$ cat config.mk
export PLATFORM = sky130hd
export DESIGN_NAME = logic_unit_arbiter
export DESIGN_NICKNAME = d
export VERILOG_FILES = /design/src/rtl/logic_unit_arbiter_pkg.sv /design/src/rtl/Logic.sv /design/src/rtl/logic_unit_arbiter_rr.sv /design/src/rtl/logic_unit_arbiter.sv
export SDC_FILE = /design/constraint.sdc
export NUM_CORES = 1
export LEC_CHECK = 0
export CAP_MARGIN = 20
export CORE_MARGIN = 1
export CORE_UTILIZATION = 45
export CTS_BUF_LIST = sky130_fd_sc_hd__clkbuf_4 sky130_fd_sc_hd__clkbuf_8 sky130_fd_sc_hd__clkbuf_16
export DETAILED_ROUTE_END_ITERATION = 10
export GPL_TIMING_DRIVEN = 1
export PLACE_DENSITY = 0.76
export SLEW_MARGIN = 20
export SYNTH_ARGS = -nofsm -noshare
export SYNTH_HDL_FRONTEND = slang
export SYNTH_HIERARCHICAL = 1
export SYNTH_SLANG_ARGS = --single-unit
export TNS_END_PERCENT = 20
$ cat constraint.sdc
create_clock -name clk_i_lar -period 5.3 [get_ports clk_i_lar]
set_clock_uncertainty 0.1 [all_clocks]
set_input_delay 0.53 -clock clk_i_lar [delete_from_list [all_inputs] [get_ports clk_i_lar]]
set_output_delay 0.53 -clock clk_i_lar [all_outputs]
set_load 0.01 [all_outputs]
$ cat src/rtl/logic_unit_arbiter_pkg.sv
// Shared types and constants for the logic-unit arbiter slice:
// logic select encodings, FIFO depth, condition-code layout and the LZC helper.
package logic_unit_arbiter_pkg;

    typedef enum logic [2:0] {
        LOG_SEL_GEN  = 3'b000,
        LOG_SEL_AND  = 3'b001,
        LOG_SEL_OR   = 3'b010,
        LOG_SEL_NOT  = 3'b011,
        LOG_SEL_XOR  = 3'b100,
        LOG_SEL_PAR  = 3'b101,
        LOG_SEL_LZC  = 3'b110,
        LOG_SEL_SEXT = 3'b111
    } log_sel_e;

    localparam int unsigned LOG_FIFO_DEPTH = 2;
    localparam int unsigned LOG_CC_ZERO    = 0;

    // Datapath part of a FIFO entry; src/tag widths are per-instance.
    typedef struct packed {
        logic [31:0] rslt;
        logic [1:0]  cc;
    } log_rslt_t;

    // Leading-zero count; an all-zero input returns all ones.
    function automatic logic [31:0] log_lzc(input logic [31:0] v);
        logic [31:0] n;
        logic        found;
        n     = 32'hFFFF_FFFF;
        found = 1'b0;
        for (int unsigned i = 0; i < 32; i++) begin
            if (!found && v[31-i]) begin
                n     = i;
                found = 1'b1;
            end
        end
        return n;
    endfunction

endpackage

$ cat src/rtl/Logic.sv
// Combinational integer logic unit: operand-B select, eight logic functions
// and the {1'b0, zero} condition code.
module Logic
    import logic_unit_arbiter_pkg::*;
(
    input  logic [31:0] i_opr0,
    input  logic [31:0] i_opr1,
    input  logic [15:0] i_imm16,
    input  logic [11:0] i_gen,
    input  logic [2:0]  i_sel,
    input  logic        i_rsel,
    output logic [31:0] o_rslt,
    output logic [1:0]  o_cc
);

    logic [31:0] w_oprb;

    assign w_oprb = i_rsel ? {16'h0000, i_imm16} : i_opr1;

    always_comb begin
        o_rslt = '0;
        case (i_sel)
            LOG_SEL_GEN:  o_rslt = {20'h0, i_gen};
            LOG_SEL_AND:  o_rslt = i_opr0 & w_oprb;
            LOG_SEL_OR:   o_rslt = i_opr0 | w_oprb;
            LOG_SEL_NOT:  o_rslt = ~i_opr0;
            LOG_SEL_XOR:  o_rslt = i_opr0 ^ w_oprb;
            LOG_SEL_PAR:  o_rslt = {31'h0, ^i_opr0};
            LOG_SEL_LZC:  o_rslt = log_lzc(i_opr0);
            LOG_SEL_SEXT: o_rslt = {{16{w_oprb[15]}}, w_oprb[15:0]};
            default:      o_rslt = '0;
        endcase
    end

    always_comb begin
        o_cc              = '0;
        o_cc[LOG_CC_ZERO] = (o_rslt == '0);
    end

endmodule

$ cat src/rtl/logic_unit_arbiter_rr.sv
// Round-robin picker: first valid index searching cyclically from i_ptr,
// gated by i_en.
module logic_unit_arbiter_rr #(
    parameter int unsigned NREQ  = 2,
    parameter int unsigned SRC_W = (NREQ > 1) ? $clog2(NREQ) : 1
) (
    input  logic [NREQ-1:0]  i_vld,
    input  logic [SRC_W-1:0] i_ptr,
    input  logic             i_en,
    output logic [NREQ-1:0]  o_gnt,
    output logic [SRC_W-1:0] o_idx,
    output logic             o_any
);

    int unsigned w_j;

    always_comb begin
        o_gnt = '0;
        o_idx = '0;
        o_any = 1'b0;
        w_j   = 0;
        for (int unsigned i = 0; i < NREQ; i++) begin
            w_j = 32'(i_ptr) + i;
            if (w_j >= NREQ) begin
                w_j = w_j - NREQ;
            end
            if (i_en && !o_any && i_vld[w_j]) begin
                o_any      = 1'b1;
                o_gnt[w_j] = 1'b1;
                o_idx      = SRC_W'(w_j);
            end
        end
    end

endmodule

$ cat src/rtl/logic_unit_arbiter.sv
// Shares one Logic unit among NREQ requesters with round-robin grant and a
// 2-entry result FIFO. Optional perf counters: define LOGIC_ARB_PERF_CNT_EN.
module logic_unit_arbiter
    import logic_unit_arbiter_pkg::*;
#(
    parameter int unsigned NREQ  = 2,
    parameter int unsigned TAG_W = 4,
    parameter int unsigned SRC_W = (NREQ > 1) ? $clog2(NREQ) : 1
) (
    input  logic                    clk_i_lar,
    input  logic                    rst_n_i_lar,
    input  logic [NREQ-1:0]         req_vld_i_lar,
    output logic [NREQ-1:0]         req_rdy_o_lar,
    input  logic [NREQ*32-1:0]      req_opr0_i_lar,
    input  logic [NREQ*32-1:0]      req_opr1_i_lar,
    input  logic [NREQ*16-1:0]      req_imm16_i_lar,
    input  logic [NREQ*12-1:0]      req_gen_i_lar,
    input  logic [NREQ*3-1:0]       req_sel_i_lar,
    input  logic [NREQ-1:0]         req_rsel_i_lar,
    input  logic [NREQ*TAG_W-1:0]   req_tag_i_lar,
    output logic                    rslt_vld_o_lar,
    input  logic                    rslt_rdy_i_lar,
    output logic [31:0]             rslt_o_lar,
    output logic [1:0]              rslt_cc_o_lar,
    output logic [SRC_W-1:0]        rslt_src_o_lar,
    output logic [TAG_W-1:0]        rslt_tag_o_lar,
    output logic                    busy_o_lar
`ifdef LOGIC_ARB_PERF_CNT_EN
    ,
    output logic [NREQ*16-1:0]      grant_cnt_o_lar,
    output logic [15:0]             stall_cnt_o_lar
`endif
);

    typedef struct packed {
        log_rslt_t        res;
        logic [SRC_W-1:0] src;
        logic [TAG_W-1:0] tag;
    } fifo_entry_t;

    fifo_entry_t      r_mem [LOG_FIFO_DEPTH];
    logic             r_wr_ptr;
    logic             r_rd_ptr;
    logic [1:0]       r_cnt;
    logic [SRC_W-1:0] r_ptr;

    logic             w_issue_en;
    logic [NREQ-1:0]  w_gnt;
    logic [SRC_W-1:0] w_idx;
    logic             w_any;
    logic             w_pop;
    logic [31:0]      w_rslt;
    logic [1:0]       w_cc;
    fifo_entry_t      w_entry;
    fifo_entry_t      w_head;

    // Issue uses the registered count only, so req_rdy never sees rslt_rdy.
    assign w_issue_en = (r_cnt < 2'(LOG_FIFO_DEPTH));
    assign w_pop      = (r_cnt != 2'd0) && rslt_rdy_i_lar;

    logic_unit_arbiter_rr #(
        .NREQ  (NREQ),
        .SRC_W (SRC_W)
    ) u_rr (
        .i_vld (req_vld_i_lar),
        .i_ptr (r_ptr),
        .i_en  (w_issue_en),
        .o_gnt (w_gnt),
        .o_idx (w_idx),
        .o_any (w_any)
    );

    Logic u_logic (
        .i_opr0  (req_opr0_i_lar[32'(w_idx)*32 +: 32]),
        .i_opr1  (req_opr1_i_lar[32'(w_idx)*32 +: 32]),
        .i_imm16 (req_imm16_i_lar[32'(w_idx)*16 +: 16]),
        .i_gen   (req_gen_i_lar[32'(w_idx)*12 +: 12]),
        .i_sel   (req_sel_i_lar[32'(w_idx)*3 +: 3]),
        .i_rsel  (req_rsel_i_lar[w_idx]),
        .o_rslt  (w_rslt),
        .o_cc    (w_cc)
    );

    always_comb begin
        w_entry          = '0;
        w_entry.res.rslt = w_rslt;
        w_entry.res.cc   = w_cc;
        w_entry.src      = w_idx;
        w_entry.tag      = req_tag_i_lar[32'(w_idx)*TAG_W +: TAG_W];
    end

    always_ff @(posedge clk_i_lar or negedge rst_n_i_lar) begin
        if (!rst_n_i_lar) begin
            r_mem    <= '{default: '0};
            r_wr_ptr <= 1'b0;
            r_rd_ptr <= 1'b0;
            r_cnt    <= 2'd0;
            r_ptr    <= '0;
        end else begin
            if (w_any) begin
                r_mem[r_wr_ptr] <= w_entry;
                r_wr_ptr        <= ~r_wr_ptr;
                r_ptr           <= (32'(w_idx) == NREQ - 1) ? '0 : w_idx + 1'b1;
            end
            if (w_pop) begin
                r_rd_ptr <= ~r_rd_ptr;
            end
            case ({w_any, w_pop})
                2'b10:   r_cnt <= r_cnt + 2'd1;
                2'b01:   r_cnt <= r_cnt - 2'd1;
                default: r_cnt <= r_cnt;
            endcase
        end
    end

    assign w_head         = r_mem[r_rd_ptr];
    assign req_rdy_o_lar  = w_gnt;
    assign rslt_vld_o_lar = (r_cnt != 2'd0);
    assign rslt_o_lar     = w_head.res.rslt;
    assign rslt_cc_o_lar  = w_head.res.cc;
    assign rslt_src_o_lar = w_head.src;
    assign rslt_tag_o_lar = w_head.tag;
    assign busy_o_lar     = (r_cnt != 2'd0) || (|req_vld_i_lar);

`ifdef LOGIC_ARB_PERF_CNT_EN
    logic [15:0] r_gnt_cnt [NREQ];
    logic [15:0] r_stall_cnt;

    always_ff @(posedge clk_i_lar or negedge rst_n_i_lar) begin
        if (!rst_n_i_lar) begin
            r_gnt_cnt   <= '{default: '0};
            r_stall_cnt <= '0;
        end else begin
            for (int unsigned i = 0; i < NREQ; i++) begin
                if (w_gnt[i] && (r_gnt_cnt[i] != '1)) begin
                    r_gnt_cnt[i] <= r_gnt_cnt[i] + 16'd1;
                end
            end
            if ((|req_vld_i_lar) && !w_issue_en && (r_stall_cnt != '1)) begin
                r_stall_cnt <= r_stall_cnt + 16'd1;
            end
        end
    end

    always_comb begin
        grant_cnt_o_lar = '0;
        for (int unsigned i = 0; i < NREQ; i++) begin
            grant_cnt_o_lar[i*16 +: 16] = r_gnt_cnt[i];
        end
    end

    assign stall_cnt_o_lar = r_stall_cnt;
`endif

endmodule

==> impl_metrics.toml <==
[final_layout]
finalNonFillerCells = 1336
layout-drive-gt1-share = 0.244
final_common_cell = "clkdlybuf4s50_1"
n_antenna_cell = 0
layout_common_cells = "clkdlybuf4s50_1 (246), mux2_2 (204), dfrtp_1 (83), inv_1 (70), ha_1 (68)"
area_growth_pct = 33.5
nets = 1370
fin_area_mm2 = 0.0114

[timing]
fin_crit_sh = 0.858
fin_tns_setup_ps = 0
slew-limit-headroom = 0.282
setup_ws_ps = 755
grt_setup_unrepaired = "no"
worst_pin_slew_ps = 1070
setup_viol_count_final = 0
hold_violations = 0
finalCriticalPeriod_ps = 4550
slew_violations = 0
fmaxAchievable_ghz = 0.220

[die]
die_x_um = 140
core_area_mm2 = 0.0186
row_count = 50
num_io_pins = 248
die_h_um = 140
start_util = 0.458
die_area_mm2 = 0.0195

[routing]
drt_wl_total_mm = 25.9
vias_per_cell = 5.66
dr.first_iter.drc_count = 473
routedWlPerCell_um = 19.4
dr.pass1.iters = 5
drcViolationCount = 0
drt.antenna.violating_nets = 0
vias = 7562

[synth]
syn_avg_cell_area_um2 = 9.77
synth_edf_count = 0
synth_flop_cell = "dfrtp_1"
yosysWarnings = 6
syn-num-nets = 1147
synth_cells = 874
ys_seq_area_frac = 0.243
ys_async_sr_fraction = 1.00
ys_ff_latch = 83
synth.distinct_cells = 73
syn-cell-area_mm2 = 0.00854

[power_and_ir_drop]
finalPower_mw = 4.87
peakVddDrop_mv = 0.299
p_leak_nw = 5.01
pwr_density_cell_mw_per_mm2 = 427

[grt]
overflow = 0
globalRoute.busiestLayer = "met2"
grt_use_met3 = 0.0530
antenna_found_initial = 0
grt_max_degree = 84
grt_pass1_vias = 7583
use_met2 = 0.463
grt_pass1_wl_mm = 40.7
grt_usage = 0.267
use_met1 = 0.339

[critical_path]
cpLargestDelayFamily = "simple AND/OR/NAND/NOR gates"
crit_path_max_incr_delay_ps = 590
worstSetupStartpointType = "input pin"
critPathKind = "input pin to flop"
cp-end-kind = "flop"
path_buf_inv = 3
slowest_stage = "nor4_4"
worstPathArrival_ps = 4670
cp_max_fo = 9
timing.critical_path.mode_cell = "mux2_2"
required_ps = 5430
crit_path_cell_trace = "clkdlybuf4s50_1 > nand2_1 > a21oi_4 > buf_4 > mux2_2 > inv_1 > ha_1 > nor3b_1 > nand4_2 > nor4_4 > o22a_1 > nor4_1 > nand4_1 > nor4bb_1 > mux2_2"

[clock_network]
cts_tree = "done"
clk_pin_slew_worst_paths_ps = 60
cts_buffer_depth = 2
hold_buffers = 0
clock_latency_ps = 340
cts_buffers = 9
cts_setup_buffers = 0
htree_levels = 3
numClockSinks = 83
cts-root-buf = "clkbuf_16"
cts_resized = 0

[place]
portBuffers = 247
gp_congestion = 0.971
place_inst = 1320
pre_cts_slack_ps = 402
place_area_mm2 = 0.0111
dp.final_hpwl_mm = 20.1

[job]
cap_violations = 0

[hold_path]
min_path_type = "input pin to asynchronous set/reset pin"

[run_status]
status = "completed"
[area by class of cell]
cell class / instances / area, µm²
Clock buffer: 9 / 225
Tap cell: 234 / 293
Inverter: 71 / 267
Multi-Input combinational cell: 661 / 5830
Fill cell: 1599 / 7240
Clock inverter: 7 / 45.0
Sequential cell: 83 / 2080
Timing Repair Buffer: 271 / 2670
[path summary, 6_finish.rpt]
kind | end | startpoint | depth (start not counted) | slack, ps
worst max-delay path | r_mem[44] | req_vld_i_lar[1] | 15 | 750
worst min-delay path | r_mem[53] | rst_n_i_lar | 1 | 120
worst max register to register | r_mem[44] | r_cnt[1] | 15 | 960
worst min register to register | r_mem[1] | r_mem[1] | 2 | 380
max in group asynchronous | r_ptr | rst_n_i_lar | 1 | 4460
min in group clk_i_lar | r_mem[1] | r_mem[1] | 2 | 380
[stage by stage]
stage | hold slack (ps) | utilization
finish | 121 | 0.611
global route | 200 | 0.611
CTS | 307 | 0.611
detailed placement | 369 | 0.597
global placement | 360 | 0.597
floorplan | 134 | -
[cell usage after synthesis (all sizes together) (3+ instances only)]
master,n,area [µm²]
nor2,43,161
o221a,3,33.8
xnor2,24,210
nor3,7,35.0
a211oi,12,90.1
a22oi,8,60.1
ha,68,851
o22ai,6,37.5
nand3,8,40.0
clkbuf,14,82.6
or3,6,37.5
a211o,4,37.5
xnor3,4,90.1
o311ai,3,26.3
dfrtp,83,2080
o211ai,11,82.6
mux2i,29,290
inv,71,267
nand4,6,43.8
nor4,11,105
and2,3,18.8
a31oi,3,18.8
or2,4,27.5
o21a,6,45.0
a221oi,4,35.0
a21oi,30,161
nand2b,24,150
nor2b,9,63.8
nand2,44,168
o311a,3,30.0
o21ai,26,130
xor2,3,26.3
mux2,212,2390
a2bb2oi,3,26.3
nor3b,4,35.0
buf,45,298
or4,7,60.1
[state kept, by name (all words and copies together) (netlist names)]
signal,count
r_rd_ptr,1
r_wr_ptr,1
r_mem,78
r_cnt,2
r_ptr,1
[cells by family after synthesis]
group / Yosys count / share of synthesized area
compound gates: 140 / 0.114
xor+xnor: 31 / 0.0382
fa+ha+maj: 68 / 0.0996
buf+inv: 130 / 0.0757
flops: 83 / 0.243
mux: 241 / 0.314
other cells: 1 / 0.000439
simple gates: 180 / 0.115
[power breakdown]
| part | switching [mW] | total, mW | internal, mW |
|---|---|---|---|
| Combinational | 1.52 | 3.24 | 1.72 |
| Sequential | 0.141 | 1.06 | 0.918 |
| Clock | 0.256 | 0.570 | 0.314 |
| Total | 1.92 | 4.87 | 2.95 |
[routing by layer]
metal  wire (µm)  up-vias
met5           0        -
met4         456        0
met3        1830       35
met2       12500      321
met1       11100     3632
li1            -     3574
No activity file was read; power rests on OpenSTA's default activity.
==> variant 1: new RTL, same settings <==
`LOG_FIFO_DEPTH`: 2 -> 3.
--- a/src/rtl/logic_unit_arbiter_pkg.sv
+++ b/src/rtl/logic_unit_arbiter_pkg.sv
@@ -15,3 +15,3 @@
 
-    localparam int unsigned LOG_FIFO_DEPTH = 2;
+    localparam int unsigned LOG_FIFO_DEPTH = 3;
     localparam int unsigned LOG_CC_ZERO    = 0;
Function: not settled (the Yosys comparison gave no result); the edit may change what the design does.
==> variant 1 against the unedited design <==
- total power increased by 7.6%
- largest cell class unchanged
- fmax increased by 1.7%
- routed wire length decreased by 0.64%
- setup slack improved by 0.077 ns
- sequential cell count unchanged
- synthesized area decreased by 0.25%
- final area decreased by 0.21%
- critical path type unchanged
==> variant 1: results (changes against the unedited design) <==
metric,value,unit,change
outcome,finished clean,,unchanged
clock_latency,0.33,ns,
gp_congestion,0.971,,about the same
synthTopCellsByCount,"mux2_2 (209), dfrtp_1 (83), inv_1 (78), ha_1 (68), nand2_1 (43)",,"was mux2_2 (204), dfrtp_1 (83), inv_1 (70), ha_1 (68)"
pwr-share-comb,67.6,%,was 66.5%
grtUsageMet2,46.8,%,was 46.3%
synth_nets,1160,,was 1147
wl_met3,1680,microns,was 1830 microns
n_antenna_cell,0,,unchanged
pwr-share-clk,12.0,%,was 11.7%
vias,7577,,was 7562
drtIter0Drc,513,,was 473
grt_pass1_vias,7680,,was 7583
grt_pass1_wl,40400,microns,was 40700 microns
swShare,39.3,%,was 39.4%
ir_drop,322,uV,was 299 uV
place_inst,1325,,was 1320
path_max_fanout,51,,was 9
avgViaCountPerCell,5.66,,about the same
layout-drive-gt1-share,23.2,%,was 24.4%
nNetsFinal,1380,,was 1370
slowest_stage,or4_1,,was nor4_4
hpwlAfterDp,20200,microns,was 20100 microns
nFillCells,1587,,was 1599
placed_cell_area,11100,sq um,about the same
worst_ep_arrival_time,4.59,ns,was 4.67 ns
p_comb,3.54,mW,was 3.24 mW
syn_inst,887,,was 874
ys_seq_area_share,24.4,%,was 24.3%
cp_slowest_stage_delay,0.62,ns,was 0.59 ns
slew_headroom,30.5,%,was 28.2%
grt_use_total,26.4,%,was 26.7%
ys_types,68,,was 73
met1_usage,31.9,%,was 33.9%
wl_met1,10900,microns,was 11100 microns
met2_length,12500,microns,about the same
use_met3,4.82,%,was 5.30%
ys_warn_count,6,,unchanged
place_ws,0.557,ns,was 0.402 ns
synthFlopType,dfrtp_1,,unchanged
p_leak,5.03,nW,was 5.01 nW
routedWlPerCell,19.2,microns,was 19.4 microns
synthTopCellsByArea,"mux2_2 (28%), dfrtp_1 (24%), ha_1 (10%), inv_1 (3.4%), mux2i_1 (2.6%)",,"was mux2_2 (27%), dfrtp_1 (24%), ha_1 (10%), mux2i_1 (3.4%), inv_1 (3.1%)"
[variant 1: changes by cell type after synthesis, sizes merged, moves of 5 or more]
cell,before,now
o21ai,26,42
a211oi,12,5
inv,71,78
mux2i,29,22
nand3,8,2
o211ai,11,5
or3,6,12
a22oi,8,13
mux2,212,217
o21a,6,1
[variant 1: path summary, 6_finish.rpt]
check | start | end | slack [ns] | depth (start not counted)
worst min-delay path | rst_n_i_lar | r_mem[81]$_DFFE_PN0P_ | 0.13 | 1
min in group clk_i_lar | r_mem[42]$_DFFE_PN0P_ | r_mem[42]$_DFFE_PN0P_ | 0.38 | 2
worst min register to register | r_mem[42]$_DFFE_PN0P_ | r_mem[42]$_DFFE_PN0P_ | 0.38 | 2
max in group asynchronous | rst_n_i_lar | r_mem[106]$_DFFE_PN0P_ | 4.45 | 1
worst max-delay path | req_vld_i_lar[1] | r_mem[83]$_DFFE_PN0P_ | 0.83 | 13
worst max register to register | r_cnt[0]$_DFFE_PN0P_ | r_mem[83]$_DFFE_PN0P_ | 1.01 | 13
[variant 1: logic make-up after synthesis]
family / Yosys count / synth area share (%)
buffers and inverters: 134 / 7.70
AO/OA/AOI/OAI: 144 / 10.8
XOR/XNOR: 31 / 3.83
AND/OR/NAND/NOR: 187 / 11.9
adder cells (fa/ha/maj): 68 / 9.99
flip-flops: 83 / 24.4
multiplexers: 239 / 31.4
other: 1 / 0.0440
[variant 1: area by class of cell]
| type | instances | area (sq um) | area share (%) |
|---|---|---|---|
| clock buffer | 12 | 267 | 2.34 |
| sequential | 83 | 2080 | 18.3 |
| inverter | 78 | 293 | 2.57 |
| tap | 229 | 287 | 2.52 |
| clock inverter | 2 | 35.0 | 0.308 |
| timing repair buffer | 265 | 2620 | 23.0 |
| multi-input combinational | 670 | 5800 | 51.0 |
==> variant 2: new RTL, config.mk and constraints unchanged <==
Without the edit above. Add a define of `LOGIC_ARB_PERF_CNT_EN`.
--- a/src/rtl/logic_unit_arbiter.sv
+++ b/src/rtl/logic_unit_arbiter.sv
@@ -2,2 +2,4 @@
 // 2-entry result FIFO. Optional perf counters: define LOGIC_ARB_PERF_CNT_EN.
+`define LOGIC_ARB_PERF_CNT_EN
+
 module logic_unit_arbiter
New outputs: grant_cnt_o_lar and stall_cnt_o_lar. Check against the original RTL: not settled (the Yosys comparison gave no result); the edit may change what the design does.
==> variant 2 against the unedited design <==
- critical path depth down 2
- clock power up 130%
- sequential cell count up 48
- total power up 33%
- fmax up 1.3%
- synthesized area up 26%
- routed wire length up 24%
- final area up 29%
- setup slack better by 0.057 ns
- critical path type unchanged
- largest cell class unchanged
==> variant 2: results (changes against the unedited design) <==
metric,value,unit,change
outcome,finished clean,,unchanged
nFillCells,1992,,was 1599
grt_use_total,26.6,%,was 26.7%
nonClkBufAreaFrac,21.4,%,was 23.4%
multi_input_area_share,47.3,%,was 51.1%
clkCellAreaFrac,4.44,%,was 2.37%
synth-compound-area-share,10.3,%,was 11.4%
portBuffers,295,,was 247
pwr-share-clk,19.8,%,was 11.7%
area.growth.synth_to_final,37.1,%,was 33.5%
grtUsageMet2,46.1,%,was 46.3%
inv_count,75,,was 71
sequentialPower,1.60,mW,was 1.06 mW
clock_latency,0.41,ns,was 0.34 ns
yosys.area_share.xor_xnor,5.90,%,was 3.82%
tap_cells,319,,was 234
avgViaCountPerCell,5.56,,was 5.66
buffers,317,,was 271
multi_input_cells,819,,was 661
gp_congestion,0.968,,was 0.971
drt-total-wl,32200,microns,was 25900 microns
muxShareOfSynthArea,26.2,%,was 31.4%
hpwlAfterDp,25100,microns,was 20100 microns
place_inst,1660,,was 1320
slowest_stage,nor4_1,,was nor4_4
synth_seq_cells,131,,was 83
cp_slowest_stage_delay,0.67,ns,was 0.59 ns
ys_seq_area_share,30.5,%,was 24.3%
routedWlPerCell,19.0,microns,was 19.4 microns
synth_fa_ha_area_share,8.28,%,was 9.96%
nNetsFinal,1637,,was 1370
grt_pass1_wl,50800,microns,was 40700 microns
met2_length,15800,microns,was 12500 microns
grt_pass1_vias,9671,,was 7583
wl_met3,1790,microns,was 1830 microns
place_ws,0.451,ns,was 0.402 ns
ys_types,74,,was 73
path_max_fanout,30,,was 9
synth_nets,1356,,was 1147
seq_power_share,24.6,%,was 21.8%
layout-drive-gt1-share,21.1,%,was 24.4%
met1_usage,33.8,%,was 33.9%
wl_met1,13800,microns,was 11100 microns
cts_buffers,17,,was 9
use_met3,3.71,%,was 5.30%
hold_path_class,reg2reg,,was in2async
ctsHoldBuffers,1,,was 0
worst_pin_slew,0.918,ns,was 1.07 ns
placed_cell_area,14100,sq um,was 11100 sq um
drtIter0Drc,654,,was 473
==> variant 2: cell count changes in the layout (fill, tap and decap cells not counted), sizes merged, moves of 12 or more <==
cell / change
nand4: +15
nand3: +13
nor3: +12
nand2: +14
dfrtp: +48
xnor2: +17
xor2: +18
clkdlybuf4s50: +48
==> variant 2: final timing paths <==
kind	slack [ns]	start	end	cells past startpoint
max	0.81	req_vld_i_lar[1]	r_mem[5]$_DFFE_PN0P_	13
min	0.37	r_rd_ptr$_DFFE_PN0P_	r_rd_ptr$_DFFE_PN0P_	1
max reg2reg	1.00	r_cnt[1]$_DFFE_PN0P_	r_mem[5]$_DFFE_PN0P_	13
min reg2reg	0.37	r_rd_ptr$_DFFE_PN0P_	r_rd_ptr$_DFFE_PN0P_	1
max in group asynchronous	3.56	rst_n_i_lar	stall_cnt_o_lar[13]$_DFFE_PN0P_	3
min in group asynchronous	0.39	rst_n_i_lar	grant_cnt_o_lar[30]$_DFFE_PN0P_	2
